===== config.mk =====
export PLATFORM = sky130hd
export DESIGN_NAME = dmem_arbiter_flat
export DESIGN_NICKNAME = d
export VERILOG_FILES = /design/src/rtl/dmem_arbiter_if.sv /design/src/rtl/dmem_arbiter.sv /design/src/flat_wrapper.sv
export SDC_FILE = /design/constraint.sdc
export NUM_CORES = 1
export LEC_CHECK = 0
export ABC_AREA = 1
export BUFFER_PORTS_ARGS = -buffer_cell sky130_fd_sc_hd__buf_2
export CAP_MARGIN = 20
export CORE_AREA = 3 3 91 93
export CTS_CLUSTER_DIAMETER = 50
export DETAILED_ROUTE_END_ITERATION = 16
export DIE_AREA = 0 0 94 96
export GPL_TIMING_DRIVEN = 0
export HOLD_SLACK_MARGIN = 0.05
export PLACE_DENSITY = 0.77
export SETUP_SLACK_MARGIN = 0.15
export SLEW_MARGIN = 30
export SYNTH_ARGS = -nofsm -noshare
export SYNTH_HDL_FRONTEND = slang
export SYNTH_SLANG_ARGS = --single-unit

===== constraint.sdc =====
create_clock -name clk_i -period 3.7 [get_ports clk_i]
set_input_delay 0.925 -clock clk_i [delete_from_list [all_inputs] [get_ports clk_i]]
set_output_delay 0.925 -clock clk_i [all_outputs]
set_load 0.1 [all_outputs]

===== src/rtl/dmem_arbiter_if.sv =====
// Data-memory arbitration bus: CPU MEM-stage port, debug/loader port and memory side.
// The slave modport is the arbiter's view; master is the surrounding system.
interface dmem_arbiter_if #(
    parameter int unsigned DM_ADDRESS = 9,
    parameter int unsigned DATA_W     = 32
);
    logic                  cpu_rd;
    logic                  cpu_wr;
    logic [DM_ADDRESS-1:0] cpu_addr;
    logic [DATA_W-1:0]     cpu_wdata;
    logic [2:0]            cpu_func3;
    logic                  cpu_halted;
    logic                  cpu_stall;
    logic [DATA_W-1:0]     cpu_rdata;

    logic                  dbg_req;
    logic                  dbg_we;
    logic                  dbg_last;
    logic [DM_ADDRESS-1:0] dbg_addr;
    logic [DATA_W-1:0]     dbg_wdata;
    logic                  dbg_gnt;
    logic                  dbg_rvalid;
    logic [DATA_W-1:0]     dbg_rdata;

    logic                  mem_rd;
    logic                  mem_wr;
    logic [DM_ADDRESS-1:0] mem_addr;
    logic [DATA_W-1:0]     mem_wdata;
    logic [2:0]            mem_func3;
    logic [DATA_W-1:0]     mem_rdata;

    modport slave (
        input  cpu_rd, cpu_wr, cpu_addr, cpu_wdata, cpu_func3, cpu_halted,
        output cpu_stall, cpu_rdata,
        input  dbg_req, dbg_we, dbg_last, dbg_addr, dbg_wdata,
        output dbg_gnt, dbg_rvalid, dbg_rdata,
        output mem_rd, mem_wr, mem_addr, mem_wdata, mem_func3,
        input  mem_rdata
    );

    modport master (
        output cpu_rd, cpu_wr, cpu_addr, cpu_wdata, cpu_func3, cpu_halted,
        input  cpu_stall, cpu_rdata,
        output dbg_req, dbg_we, dbg_last, dbg_addr, dbg_wdata,
        input  dbg_gnt, dbg_rvalid, dbg_rdata,
        input  mem_rd, mem_wr, mem_addr, mem_wdata, mem_func3,
        output mem_rdata
    );
endinterface


===== src/rtl/dmem_arbiter.sv =====
// Data-memory arbiter: CPU priority, starvation-bounded debug access,
// locked debug bursts capped at BURST_MAX beats, halted core yields to debug.
module dmem_arbiter #(
    parameter int unsigned DM_ADDRESS = 9,
    parameter int unsigned DATA_W     = 32,
    parameter int unsigned STARVE_MAX = 8,
    parameter int unsigned BURST_MAX  = 4
) (
    input  logic         clk_i,
    input  logic         rst_ni,
    dmem_arbiter_if.slave bus
);
    localparam int unsigned SW = (STARVE_MAX > 0) ? $clog2(STARVE_MAX + 1) : 1;
    localparam int unsigned BW = $clog2(BURST_MAX + 1);
    localparam logic [SW-1:0] STARVE_TOP = SW'(STARVE_MAX);
    localparam logic [BW-1:0] BURST_TOP  = BW'(BURST_MAX);

    typedef enum logic {CPU_OWN, DBG_OWN} state_e;

    state_e            state_q, state_d;
    logic [SW-1:0]     starve_q, starve_d;
    logic [BW-1:0]     beat_q, beat_d;
    logic              rvalid_q, rvalid_d;
    logic [DATA_W-1:0] rdata_q, rdata_d;

    logic          cpu_req;
    logic          dbg_take;
    logic          serve_dbg;
    logic          serve_cpu;
    logic          gnt;
    logic          stall;
    logic          dbg_accept;
    logic [BW-1:0] beat_inc;

    assign cpu_req  = bus.cpu_rd | bus.cpu_wr;
    assign dbg_take = bus.dbg_req &&
                      (!cpu_req || bus.cpu_halted || (starve_q == STARVE_TOP));
    assign beat_inc = beat_q + BW'(1);

    always_comb begin
        state_d   = state_q;
        starve_d  = starve_q;
        beat_d    = beat_q;
        serve_dbg = 1'b0;
        serve_cpu = 1'b0;
        gnt       = 1'b0;
        stall     = 1'b0;
        unique case (state_q)
            CPU_OWN: begin
                if (dbg_take) begin
                    serve_dbg = 1'b1;
                    gnt       = 1'b1;
                    stall     = cpu_req;
                    starve_d  = '0;
                    if (!bus.dbg_last && (BURST_MAX > 1)) begin
                        state_d = DBG_OWN;
                        beat_d  = BW'(1);
                    end
                end else begin
                    serve_cpu = 1'b1;
                    if (cpu_req && bus.dbg_req) begin
                        if (starve_q != STARVE_TOP) starve_d = starve_q + SW'(1);
                    end else if (!bus.dbg_req) begin
                        starve_d = '0;
                    end
                end
            end
            DBG_OWN: begin
                stall = cpu_req;
                gnt   = bus.dbg_req;
                // A missing beat releases the lock; the CPU only regains the bus next cycle.
                if (bus.dbg_req) begin
                    serve_dbg = 1'b1;
                    beat_d    = beat_inc;
                    if (bus.dbg_last || (beat_inc == BURST_TOP)) begin
                        state_d = CPU_OWN;
                        beat_d  = '0;
                    end
                end else begin
                    state_d = CPU_OWN;
                    beat_d  = '0;
                end
            end
            default: state_d = CPU_OWN;
        endcase
    end

    // Strobes and grant are masked while reset is held so nothing reaches memory.
    assign bus.mem_rd    = rst_ni & (serve_dbg ? !bus.dbg_we : (serve_cpu & bus.cpu_rd));
    assign bus.mem_wr    = rst_ni & (serve_dbg ?  bus.dbg_we : (serve_cpu & bus.cpu_wr));
    assign bus.mem_addr  = serve_dbg ? bus.dbg_addr  : bus.cpu_addr;
    assign bus.mem_wdata = serve_dbg ? bus.dbg_wdata : bus.cpu_wdata;
    assign bus.mem_func3 = serve_dbg ? 3'b010        : bus.cpu_func3;

    assign bus.dbg_gnt    = rst_ni & gnt;
    assign bus.cpu_stall  = stall;
    assign bus.cpu_rdata  = bus.mem_rdata;
    assign bus.dbg_rvalid = rvalid_q;
    assign bus.dbg_rdata  = rdata_q;

    assign dbg_accept = bus.dbg_req && bus.dbg_gnt;

    always_comb begin
        rvalid_d = dbg_accept && !bus.dbg_we;
        rdata_d  = rdata_q;
        if (dbg_accept && !bus.dbg_we) rdata_d = bus.mem_rdata;
    end

    always_ff @(posedge clk_i or negedge rst_ni) begin
        if (!rst_ni) begin
            state_q  <= CPU_OWN;
            starve_q <= '0;
            beat_q   <= '0;
            rvalid_q <= 1'b0;
            rdata_q  <= '0;
        end else begin
            state_q  <= state_d;
            starve_q <= starve_d;
            beat_q   <= beat_d;
            rvalid_q <= rvalid_d;
            rdata_q  <= rdata_d;
        end
    end
endmodule


===== src/flat_wrapper.sv =====
// flat-port wrapper written by rule: the top's interface ports become plain ports
module dmem_arbiter_flat 
#(
    parameter int unsigned DM_ADDRESS = 9,
    parameter int unsigned DATA_W     = 32,
    parameter int unsigned STARVE_MAX = 8,
    parameter int unsigned BURST_MAX  = 4
)
  (clk_i, rst_ni, bus_cpu_rd, bus_cpu_wr, bus_cpu_addr, bus_cpu_wdata, bus_cpu_func3, bus_cpu_halted, bus_cpu_stall, bus_cpu_rdata, bus_dbg_req, bus_dbg_we, bus_dbg_last, bus_dbg_addr, bus_dbg_wdata, bus_dbg_gnt, bus_dbg_rvalid, bus_dbg_rdata, bus_mem_rd, bus_mem_wr, bus_mem_addr, bus_mem_wdata, bus_mem_func3, bus_mem_rdata);
  dmem_arbiter_if #(.DM_ADDRESS(DM_ADDRESS), .DATA_W(DATA_W)) bus_i ();
  input  logic clk_i;
  input  logic rst_ni;
  input wire logic [$bits(bus_i.cpu_rd)-1:0] bus_cpu_rd;
  input wire logic [$bits(bus_i.cpu_wr)-1:0] bus_cpu_wr;
  input wire logic [$bits(bus_i.cpu_addr)-1:0] bus_cpu_addr;
  input wire logic [$bits(bus_i.cpu_wdata)-1:0] bus_cpu_wdata;
  input wire logic [$bits(bus_i.cpu_func3)-1:0] bus_cpu_func3;
  input wire logic [$bits(bus_i.cpu_halted)-1:0] bus_cpu_halted;
  output wire logic [$bits(bus_i.cpu_stall)-1:0] bus_cpu_stall;
  output wire logic [$bits(bus_i.cpu_rdata)-1:0] bus_cpu_rdata;
  input wire logic [$bits(bus_i.dbg_req)-1:0] bus_dbg_req;
  input wire logic [$bits(bus_i.dbg_we)-1:0] bus_dbg_we;
  input wire logic [$bits(bus_i.dbg_last)-1:0] bus_dbg_last;
  input wire logic [$bits(bus_i.dbg_addr)-1:0] bus_dbg_addr;
  input wire logic [$bits(bus_i.dbg_wdata)-1:0] bus_dbg_wdata;
  output wire logic [$bits(bus_i.dbg_gnt)-1:0] bus_dbg_gnt;
  output wire logic [$bits(bus_i.dbg_rvalid)-1:0] bus_dbg_rvalid;
  output wire logic [$bits(bus_i.dbg_rdata)-1:0] bus_dbg_rdata;
  output wire logic [$bits(bus_i.mem_rd)-1:0] bus_mem_rd;
  output wire logic [$bits(bus_i.mem_wr)-1:0] bus_mem_wr;
  output wire logic [$bits(bus_i.mem_addr)-1:0] bus_mem_addr;
  output wire logic [$bits(bus_i.mem_wdata)-1:0] bus_mem_wdata;
  output wire logic [$bits(bus_i.mem_func3)-1:0] bus_mem_func3;
  input wire logic [$bits(bus_i.mem_rdata)-1:0] bus_mem_rdata;
  assign bus_i.cpu_rd = bus_cpu_rd;
  assign bus_i.cpu_wr = bus_cpu_wr;
  assign bus_i.cpu_addr = bus_cpu_addr;
  assign bus_i.cpu_wdata = bus_cpu_wdata;
  assign bus_i.cpu_func3 = bus_cpu_func3;
  assign bus_i.cpu_halted = bus_cpu_halted;
  assign bus_cpu_stall = bus_i.cpu_stall;
  assign bus_cpu_rdata = bus_i.cpu_rdata;
  assign bus_i.dbg_req = bus_dbg_req;
  assign bus_i.dbg_we = bus_dbg_we;
  assign bus_i.dbg_last = bus_dbg_last;
  assign bus_i.dbg_addr = bus_dbg_addr;
  assign bus_i.dbg_wdata = bus_dbg_wdata;
  assign bus_dbg_gnt = bus_i.dbg_gnt;
  assign bus_dbg_rvalid = bus_i.dbg_rvalid;
  assign bus_dbg_rdata = bus_i.dbg_rdata;
  assign bus_mem_rd = bus_i.mem_rd;
  assign bus_mem_wr = bus_i.mem_wr;
  assign bus_mem_addr = bus_i.mem_addr;
  assign bus_mem_wdata = bus_i.mem_wdata;
  assign bus_mem_func3 = bus_i.mem_func3;
  assign bus_i.mem_rdata = bus_mem_rdata;
  dmem_arbiter #(.DM_ADDRESS(DM_ADDRESS), .DATA_W(DATA_W), .STARVE_MAX(STARVE_MAX), .BURST_MAX(BURST_MAX)) u_core (.clk_i(clk_i), .rst_ni(rst_ni), .bus(bus_i));
endmodule

==> impl_metrics.ini, run 1 <==
[cts]
insertion_delay_ns = 0.29
cts_buffers = 5
cts.sinks = 41
cts_setup_buffers = 0
clk_pin_slew_ns = 0.08
cts_tree = built
cts-root-buf = clkbuf_8
cts_buffer_depth = 2
cts.htree.levels = 2
hold_buffers = 0

[floorplanning]
start_util_pct = 36.50
die_area_sq_um = 9024
ios = 238
rows = 32
dieHeight_um = 96
dieWidth_um = 94
core_area_sq_um = 7607

[timing]
whs_ns = 0.4711
fin_setup_tns_ns = 0
setup_slack_ns = 0.3584
clock_skew_ns = 0.007256
setup_viol = 0
fin_crit_sh_pct = 90.31
fin_crit_ns = 3.342
max_freq_mhz = 299.3
hold_violations = 0
rsz0062_at_grt = no
relSlewSlack_pct = 66.00
slew_viol_final = 0
worst_pin_slew_ns = 0.5135

[min_path]
min_path_type = reg2reg
hold_path.startpoint = u_core.bus.dbg_rdata[1]
hold_depth = 2
min_to = u_core.bus.dbg_rdata[1]

[yosys]
synth.avg_cell_area_sq_um = 6.976
synth_area_leaders = dfrtp_1, nand2_1, buf_4
yosysTopAreaCellShare_pct = 36.95
ys_seq_area_share_pct = 36.95
yosysTopAreaCell = dfrtp_1
syn-num-nets = 527
ys_types = 22
ys_seq_elements = 41
synthAdderAreaFrac_pct = 1.803
synth_xor_area_share_pct = 0.6309
synth_top_family_by_area = simple AND/OR/NAND/NOR gates
post_synth_instance_area_sq_um = 2776
synth_compound_area_share_pct = 1.667
synth_cells = 398
yosysWarningCount = 0
synthMuxAreaShare_pct = 0
synthSimpleGateAreaFrac_pct = 42.05

[power]
power.static_leakage_uw = 0.002664
p_per_area_nw_per_um2 = 578.3
vdd_drop_max_v = 0.0002025

[route]
wl_per_cell_um = 13.64
drt_iter0_drc = 128
drc = 0
ant_nets = 0
via_count = 3454
drt-pass1-iter-count = 4
drt-vias-per-instance = 4.642
routed_wirelength_mm = 10.15

[worst_setup_path]
regToRegSetupSlack_ns = 2.14
crit_required_ns = 2.77
cp-end-kind = primary output
r2r_cells = 8
critPathMaxFanout = 10
cp-start-kind = input pin
r2r-end = u_core.bus.dbg_rdata[23]
arrival_ns = 2.42
path_class = in2out
r2r-start = u_core.starve_q[0]

[layout]
multi_input_area_sq_um = 1289
final_cell_mix = buf_2, nand2_1, nand3_1, dfrtp_1, buf_4
antennaDiodeCount = 0
drive_above_1_share_pct = 47.82
final_area_sq_um = 4224
instances_no_fill = 744
layout_commonest_cell = buf_2
layout.nets = 770
nFillCells = 766
areaGrowthSynthToFinish_pct = 52.14
regArea_sq_um = 1026

[placed_design]
io_buffers = 237
dp_hpwl_mm = 8.362
post_dp_cell_area_sq_um = 4098
dp_cells = 737
gp_congestion = 0.8652
dp_slack_ns = -0.4320

[global_route]
grt_usage_pct = 20.83
grt_pass1_wl_mm = 14.90
grt_pass1_vias = 3056
antenna_found_initial = 0
overflow = 0
grt_max_degree = 43

[job]
maxCapViolations = 0

[outcome]
status = finished clean
-- cells in the mapped netlist --
cell and number:
buf_1 6, nand2_1 172, nand3_1 47, a21oi_1 2, buf_4 33, nor3_1 1
nand2_4 1, clkbuf_1 2, nand4_1 32, a31oi_1 1, buf_6 5, inv_1 15
nor2_1 10, xor2_1 2, buf_2 15, ha_1 4, o21ai_0 3, nand3_2 1
a21boi_0 2, dfrtp_1 41, inv_2 1, nor2_4 2
-- cells by family (layout without fill, tap and decap cells) --
group	count (synthesis)	count (layout)
flip-flops	41	41
buffers and inverters	77	321
AO/OA/AOI/OAI	8	8
XOR/XNOR	2	2
adder cells (fa/ha/maj)	4	4
AND/OR/NAND/NOR	266	266
-- layout make-up --
cell class / count / area share [%]
tap: 102 / 3.021
buffer: 60 / 9.627
sequential: 41 / 24.29
clock buffer: 6 / 1.955
multi-input combinational: 280 / 30.51
timing repair buffer: 237 / 28.29
inverter: 16 / 1.422
clock inverter: 2 / 0.8886
-- metal layers --
metal / global-route usage, % / routed length [um] / vias to the layer above
met4: 4.212 / 140 / 0
met2: 32.11 / 4724 / 149
met3: 6.333 / 873 / 12
met1: 29.02 / 4409 / 1553
met5: 0 / 0 / -
li1: - / - / 1740
-- registers in the layout, summed over array words and instances, names as in the netlist --
name	cells
u_core.state_q	1
u_core.starve_q	4
u_core.bus.dbg_rvalid	1
u_core.bus.dbg_rdata	32
u_core.beat_q	3
-- metrics by stage --
stage | util, % | power [uW]
CTS | 55.58 | 2458
detailed placement | 53.87 | 2081
finish | 55.53 | 2443
global route | 55.53 | 2540
global placement | 53.87 | 2068
floorplan | - | 1799
-- how the worst max path moves through the flow --
stage / from / end / slack [ns]
after floorplan: bus_cpu_halted / bus_mem_func3[0] / -0.05
after global placement: rst_ni / bus_mem_wr / -0.39
after detailed placement: rst_ni / bus_mem_wr / -0.43
after CTS: rst_ni / bus_mem_wr / 0.17
after global routing: bus_dbg_req / bus_mem_wdata[31] / 0.25
final: bus_dbg_req / bus_mem_wdata[19] / 0.36
-- worst max-delay path, stage by stage --
cell     delay (ns)
buf_2          0.15
buf_2          0.24
buf_1          0.42
nand3_1        0.13
nand2_1        0.11
buf_2          0.44
-- report_power, final --
part	switching (uW)	internal (uW)	total [uW]
Sequential	40.2	523	563
Combinational	1270	238	1510
Clock	154	219	373
-- repair_timing --
action                     4_1_cts  5_1_grt
setup endpoints to repair        3        3
hold endpoints to repair         0        0
resized for setup                4        0
Note: power is estimated with default switching activity, not from simulation.
==> run 2, diff against run 1 <==
--- a/config.mk
+++ b/config.mk
@@ -8,13 +8,16 @@
 export ABC_AREA = 1
 export BUFFER_PORTS_ARGS = -buffer_cell sky130_fd_sc_hd__buf_2
 export CAP_MARGIN = 20
-export CORE_AREA = 3 3 91 93
+export CELL_PAD_IN_SITES_DETAIL_PLACEMENT = 1
+export CELL_PAD_IN_SITES_GLOBAL_PLACEMENT = 1
+export CORE_ASPECT_RATIO = 2
+export CORE_MARGIN = 3
+export CORE_UTILIZATION = 26
 export CTS_CLUSTER_DIAMETER = 50
 export DETAILED_ROUTE_END_ITERATION = 16
-export DIE_AREA = 0 0 94 96
 export GPL_TIMING_DRIVEN = 0
 export HOLD_SLACK_MARGIN = 0.05
-export PLACE_DENSITY = 0.77
+export PLACE_DENSITY_LB_ADDON = 0.1
 export SETUP_SLACK_MARGIN = 0.15
 export SLEW_MARGIN = 30
 export SYNTH_ARGS = -nofsm -noshare
==> run 2 against run 1 <==
  * Sequential share of layout area fell by 0.39 points
  * Combinational power about the same
  * Die area increased by 33%
  * Worst hold slack worse by 0.0049 ns
  * Maximum frequency grew 0.14%
  * Largest cell class unchanged
  * Critical path type unchanged
  * Sequential power about the same
  * Critical endpoint unchanged
  * Clock-buffer cell count down 1
  * Setup slack improved by 0.0045 ns
  * Core utilization decreased by 14 points
==> impl_metrics.ini, run 2 (same netlist as run 1, synthesis figures left out) <==
[power]
power.static_leakage_uw = 0.002677
p_per_area_nw_per_um2 = 583.2
vdd_drop_max_v = 0.0003613
finalPower_uw = 2503

[cts]
cts.sinks = 41
cts_tree = built
cts_setup_buffers = 0
cts-root-buf = clkbuf_16
cts_buffers = 5
hold_buffers = 0
cts.htree.levels = 2
clk_pin_slew_ns = 0.06
insertion_delay_ns = 0.29
cts_buffer_depth = 2

[floorplanning]
dieWidth_um = 79.07
die_area_sq_um = 12030
rows = 52
core_area_sq_um = 10280
start_util_pct = 27.01
ios = 238
dieHeight_um = 152.1

[timing]
clock_skew_ns = 0.005485
max_freq_mhz = 299.7
setup_viol = 0
rsz0062_at_grt = no
fin_crit_sh_pct = 90.19
hold_violations = 0
slew_viol_final = 0
relSlewSlack_pct = 65.18
fin_crit_ns = 3.337
worst_pin_slew_ns = 0.5223

[route]
drt-vias-per-instance = 4.562
wl_per_cell_um = 14.99
drc = 0
ant_nets = 0
routed_wirelength_mm = 11.64
via_count = 3545
drt_iter0_drc = 66
drt-pass1-iter-count = 6

[worst_setup_path]
cp_num_buf_inv = 4
path_class = in2out
crit_family = buffers and inverters
arrival_ns = 2.41
crit_slowest_cell = buf_1
crit_required_ns = 2.77
critPathMaxFanout = 10
crit_top_cell = buf_2
cp-start-kind = input pin
regToRegSetupSlack_ns = 2.13
max_stage_delay_ns = 0.44
path_cells = buf_2, buf_2, buf_1, nand3_1, nand2_1, buf_2
cp-end-kind = primary output

[layout]
layout_commonest_cell = buf_2
final_cell_mix = buf_2, nand2_1, nand3_1, dfrtp_1, buf_4
nFillCells = 1410
drive_above_1_share_pct = 47.82
final_core_util_pct = 41.76
areaGrowthSynthToFinish_pct = 54.62
layout.nets = 770
final_area_sq_um = 4293
antennaDiodeCount = 0
largest_reg_flops = 32

[outcome]
status = finished clean

[global_route]
grt_pass1_wl_mm = 18.33
grt_pass1_vias = 3695
antenna_found_initial = 0
grt_usage_pct = 18.95
overflow = 0
grt_max_degree = 43

[job]
maxCapViolations = 0

[placed_design]
gp_congestion = 0.7591
post_dp_cell_area_sq_um = 4141
io_buffers = 237
dp_hpwl_mm = 9.844

[min_path]
min_path_type = reg2reg
-- run 2: cell types whose count changed in the layout (fill, tap and decap cells not counted), sizes merged --
cell	before	now
buf	296	295
clkinv	0	2
bufinv	1	0
-- run 2: final timing paths --
path                                               start                       end  cells after the start
worst min register to register  u_core.bus.dbg_rdata[11]  u_core.bus.dbg_rdata[11]                      2
min in group asynchronous                         rst_ni  u_core.bus.dbg_rdata[18]                      1
worst max register to register        u_core.starve_q[0]          u_core.beat_q[1]                      9
max in group asynchronous                         rst_ni  u_core.bus.dbg_rdata[11]                      1
worst min-delay path            u_core.bus.dbg_rdata[11]  u_core.bus.dbg_rdata[11]                      2
worst max-delay path                         bus_dbg_req         bus_mem_wdata[19]                      6
-- run 2: repair_timing --
| item | in CTS | in global routing |
|---|---|---|
| endpoints found under the setup margin | 3 | 3 |
| cloned | 0 | 0 |
| gates resized for setup | 4 | 1 |
-- run 2: final cells by class --
cell class	instances	area [sq um]	share of cell area [%]
buffer	60	406.6	9.472
clock buffer	5	125.1	2.915
clock inverter	3	17.52	0.4080
inverter	16	60.06	1.399
multi-input combinational	280	1289	30.02
sequential	41	1026	23.90
tap	135	168.9	3.935
timing repair buffer	237	1200	27.95
-- run 2: worst min-delay path: cells and delay by family, from the launching register on --
kind          cells  cell delay, ns
simple gates      2            0.10
flops             1            0.34
-- run 2: per-layer routing --
| metal | vias up | GRT usage, % | routed length, um |
|---|---|---|---|
| met5 | - | 0 | 0 |
| met4 | 0 | 6.393 | 259 |
| met3 | 16 | 5.799 | 1226 |
| met2 | 183 | 37.41 | 6276 |
| met1 | 1612 | 17.46 | 3882 |
| li1 | 1734 | - | - |
-- run 2: per-stage QoR --
| stage | hold slack, ns | std cells | worst slack (ns) | setup TNS [ns] |
|---|---|---|---|---|
| global route | 0.4916 | 777 | 0.1772 | 0 |
| finish | 0.4663 | 777 | 0.3629 | 0 |
| global placement | 0.4505 | 770 | -0.4504 | -1.256 |
| floorplan | 0.4682 | 398 | -0.04737 | -0.09474 |
| detailed placement | 0.4538 | 770 | -0.1456 | -0.3348 |
| CTS | 0.4701 | 778 | 0.1228 | 0 |
-- run 2: power breakdown --
| group | total [uW] | internal [uW] | switching (uW) |
|---|---|---|---|
| clock network | 426 | 247 | 179 |
| registers | 563 | 524 | 39.3 |
| logic | 1510 | 239 | 1280 |
==> run 3, diff against run 2 <==
--- a/config.mk
+++ b/config.mk
@@ -12,7 +12,7 @@
 export CELL_PAD_IN_SITES_GLOBAL_PLACEMENT = 1
 export CORE_ASPECT_RATIO = 2
 export CORE_MARGIN = 3
-export CORE_UTILIZATION = 26
+export CORE_UTILIZATION = 24
 export CTS_CLUSTER_DIAMETER = 50
 export DETAILED_ROUTE_END_ITERATION = 16
 export GPL_TIMING_DRIVEN = 0
==> constraint.sdc (replaced) <==
create_clock -name clk_i -period 3.1 [get_ports clk_i]
set_input_delay 0.775 -clock clk_i [delete_from_list [all_inputs] [get_ports clk_i]]
set_output_delay 0.775 -clock clk_i [all_outputs]
set_load 0.1 [all_outputs]
==> run 3 against run 2 <==
  * Non-clock buffer count rose by 1
  * Clock skew fell by 0.0031 ns
  * Cell count rose by 1.0%
  * Register-to-register slack got worse by 0.63 ns
  * Die area rose by 7.8%
  * Sequential power rose by 20%
  * Critical path type is now reg2out
  * Critical endpoint is now bus_mem_addr[6]
==> impl_metrics.ini, run 3 (same netlist as run 1, synthesis figures left out) <==
[route]
drt-vias-per-instance = 4.534
drt-pass1-iter-count = 4
via_count = 3559
ant_nets = 0
drt_iter0_drc = 73
routed_wirelength_mm = 11.94
wl_per_cell_um = 15.21
drc = 0

[global_route]
grt_usage_pct = 17.25
grt_pass1_wl_mm = 17.27
antenna_found_initial = 0
grt_pass1_vias = 3569
grt_max_degree = 43
overflow = 0

[worst_setup_path]
path_class = reg2out
critPathMaxFanout = 10
crit_top_cell = nand3_1
path_cells = inv_1, ha_1, nand3_1, nand3_1, buf_4, buf_2, nand3_1, nand2_1, buf_4
crit_required_ns = 2.32
crit_slowest_cell = dfrtp_1
arrival_ns = 2.07
cp-end-kind = primary output
cp-start-kind = register
max_stage_delay_ns = 0.41

[floorplanning]
dieHeight_um = 158.1
ios = 238
start_util_pct = 24.60
dieWidth_um = 82.06
rows = 55
core_area_sq_um = 11290
die_area_sq_um = 12970

[timing]
max_freq_mhz = 351.4
fin_crit_sh_pct = 91.79
hold_violations = 0
whs_ns = 0.3185
worst_pin_slew_ns = 0.5219
slew_viol_final = 0
rsz0062_at_grt = no
fin_crit_ns = 2.846
clock_skew_ns = 0.002417
relSlewSlack_pct = 65.45
setup_slack_ns = 0.2544
setup_viol = 0

[placed_design]
gp_congestion = 0.7631
dp_slack_ns = -0.5373
dp_hpwl_mm = 10.06
io_buffers = 237

[layout]
layout.nets = 771
largest_reg_flops = 32
final_cell_mix = buf_2, nand2_1, buf_4, nand3_1, dfrtp_1
nFillCells = 1512
antennaDiodeCount = 0
drive_above_1_share_pct = 48.52
areaGrowthSynthToFinish_pct = 62.55
final_core_util_pct = 39.99
layout_commonest_cell = buf_2

[cts]
cts_buffer_depth = 2
hold_buffers = 0
cts_buffers = 5
cts_tree = built
cts-root-buf = clkbuf_16
cts.htree.levels = 2
cts.sinks = 41
clk_pin_slew_ns = 0.06
insertion_delay_ns = 0.29

[outcome]
status = finished clean

[power]
power.static_leakage_uw = 0.002756
p_per_area_nw_per_um2 = 689.1
vdd_drop_max_v = 0.0003232
finalPower_uw = 3110

[min_path]
min_path_type = in2async

[job]
maxCapViolations = 0
-- run 3: repair_timing --
action                                  in CTS  in global routing
endpoints found under the setup margin      45                 22
resized for setup                           53                 19
setup buffers                                0                  0
-- run 3: report_power, final --
group	internal [uW]	total [uW]	leakage, uW	switching (uW)
Sequential	625	673	0.000522	48.2
Clock	346	572	0.0000805	227
Combinational	333	1860	0.00215	1530
-- run 3: worst max-delay path, delay by kind of cell, from the launching register on --
family | cells | cell delay [ns]
buffers and inverters | 4 | 0.84
DFF | 1 | 0.41
and+or+nand+nor | 4 | 0.38
adders and majority gates | 1 | 0.15
-- run 3: per-layer routing --
metal | wire, um | share of wire [%] | global-route usage, % | vias up
met2 | 6643 | 56 | 34.50 | 172
met4 | 234 | 2.0 | 6.339 | 0
met3 | 1215 | 10 | 4.100 | 13
met1 | 3845 | 32 | 15.94 | 1638
li1 | - | - | - | 1736
met5 | 0 | 0 | 0 | -
-- run 3: path summary, 6_finish.rpt --
kind                       depth (start not counted)                  endpoint  slack [ns]                startpoint
hold reg to reg                                    2  u_core.bus.dbg_rdata[23]        0.47  u_core.bus.dbg_rdata[23]
min in group clk_i                                 2  u_core.bus.dbg_rdata[23]        0.47  u_core.bus.dbg_rdata[23]
setup reg to reg                                   9          u_core.beat_q[2]        1.50        u_core.starve_q[0]
max in group asynchronous                          1          u_core.beat_q[0]        2.55                    rst_ni
setup / recovery                                   9           bus_mem_addr[6]        0.25        u_core.starve_q[0]
hold / removal                                     1  u_core.bus.dbg_rdata[17]        0.32                    rst_ni
-- run 3: area by class of cell --
type	count	area, sq um	share of cell area (%)
plain buffers	61	419.2	9.287
flip-flops and latches	41	1026	22.73
well taps	142	177.7	3.937
clock inverters	1	8.758	0.1941
inverters	16	60.06	1.331
repair buffers	237	1370	30.36
clock buffers	7	152.6	3.382
multi-input cells	280	1299	28.78
-- run 3: per-stage QoR --
step | instances | setup TNS (ns) | cell area (sq um)
3_3_place_gp | 777 | -2.337 | 4158
6_report | 785 | 0 | 4513
2_1_floorplan | 398 | -0.6947 | 2794
4_1_cts | 785 | 0 | 4454
3_5_place_dp | 777 | -1.565 | 4160
5_1_grt | 785 | 0 | 4513
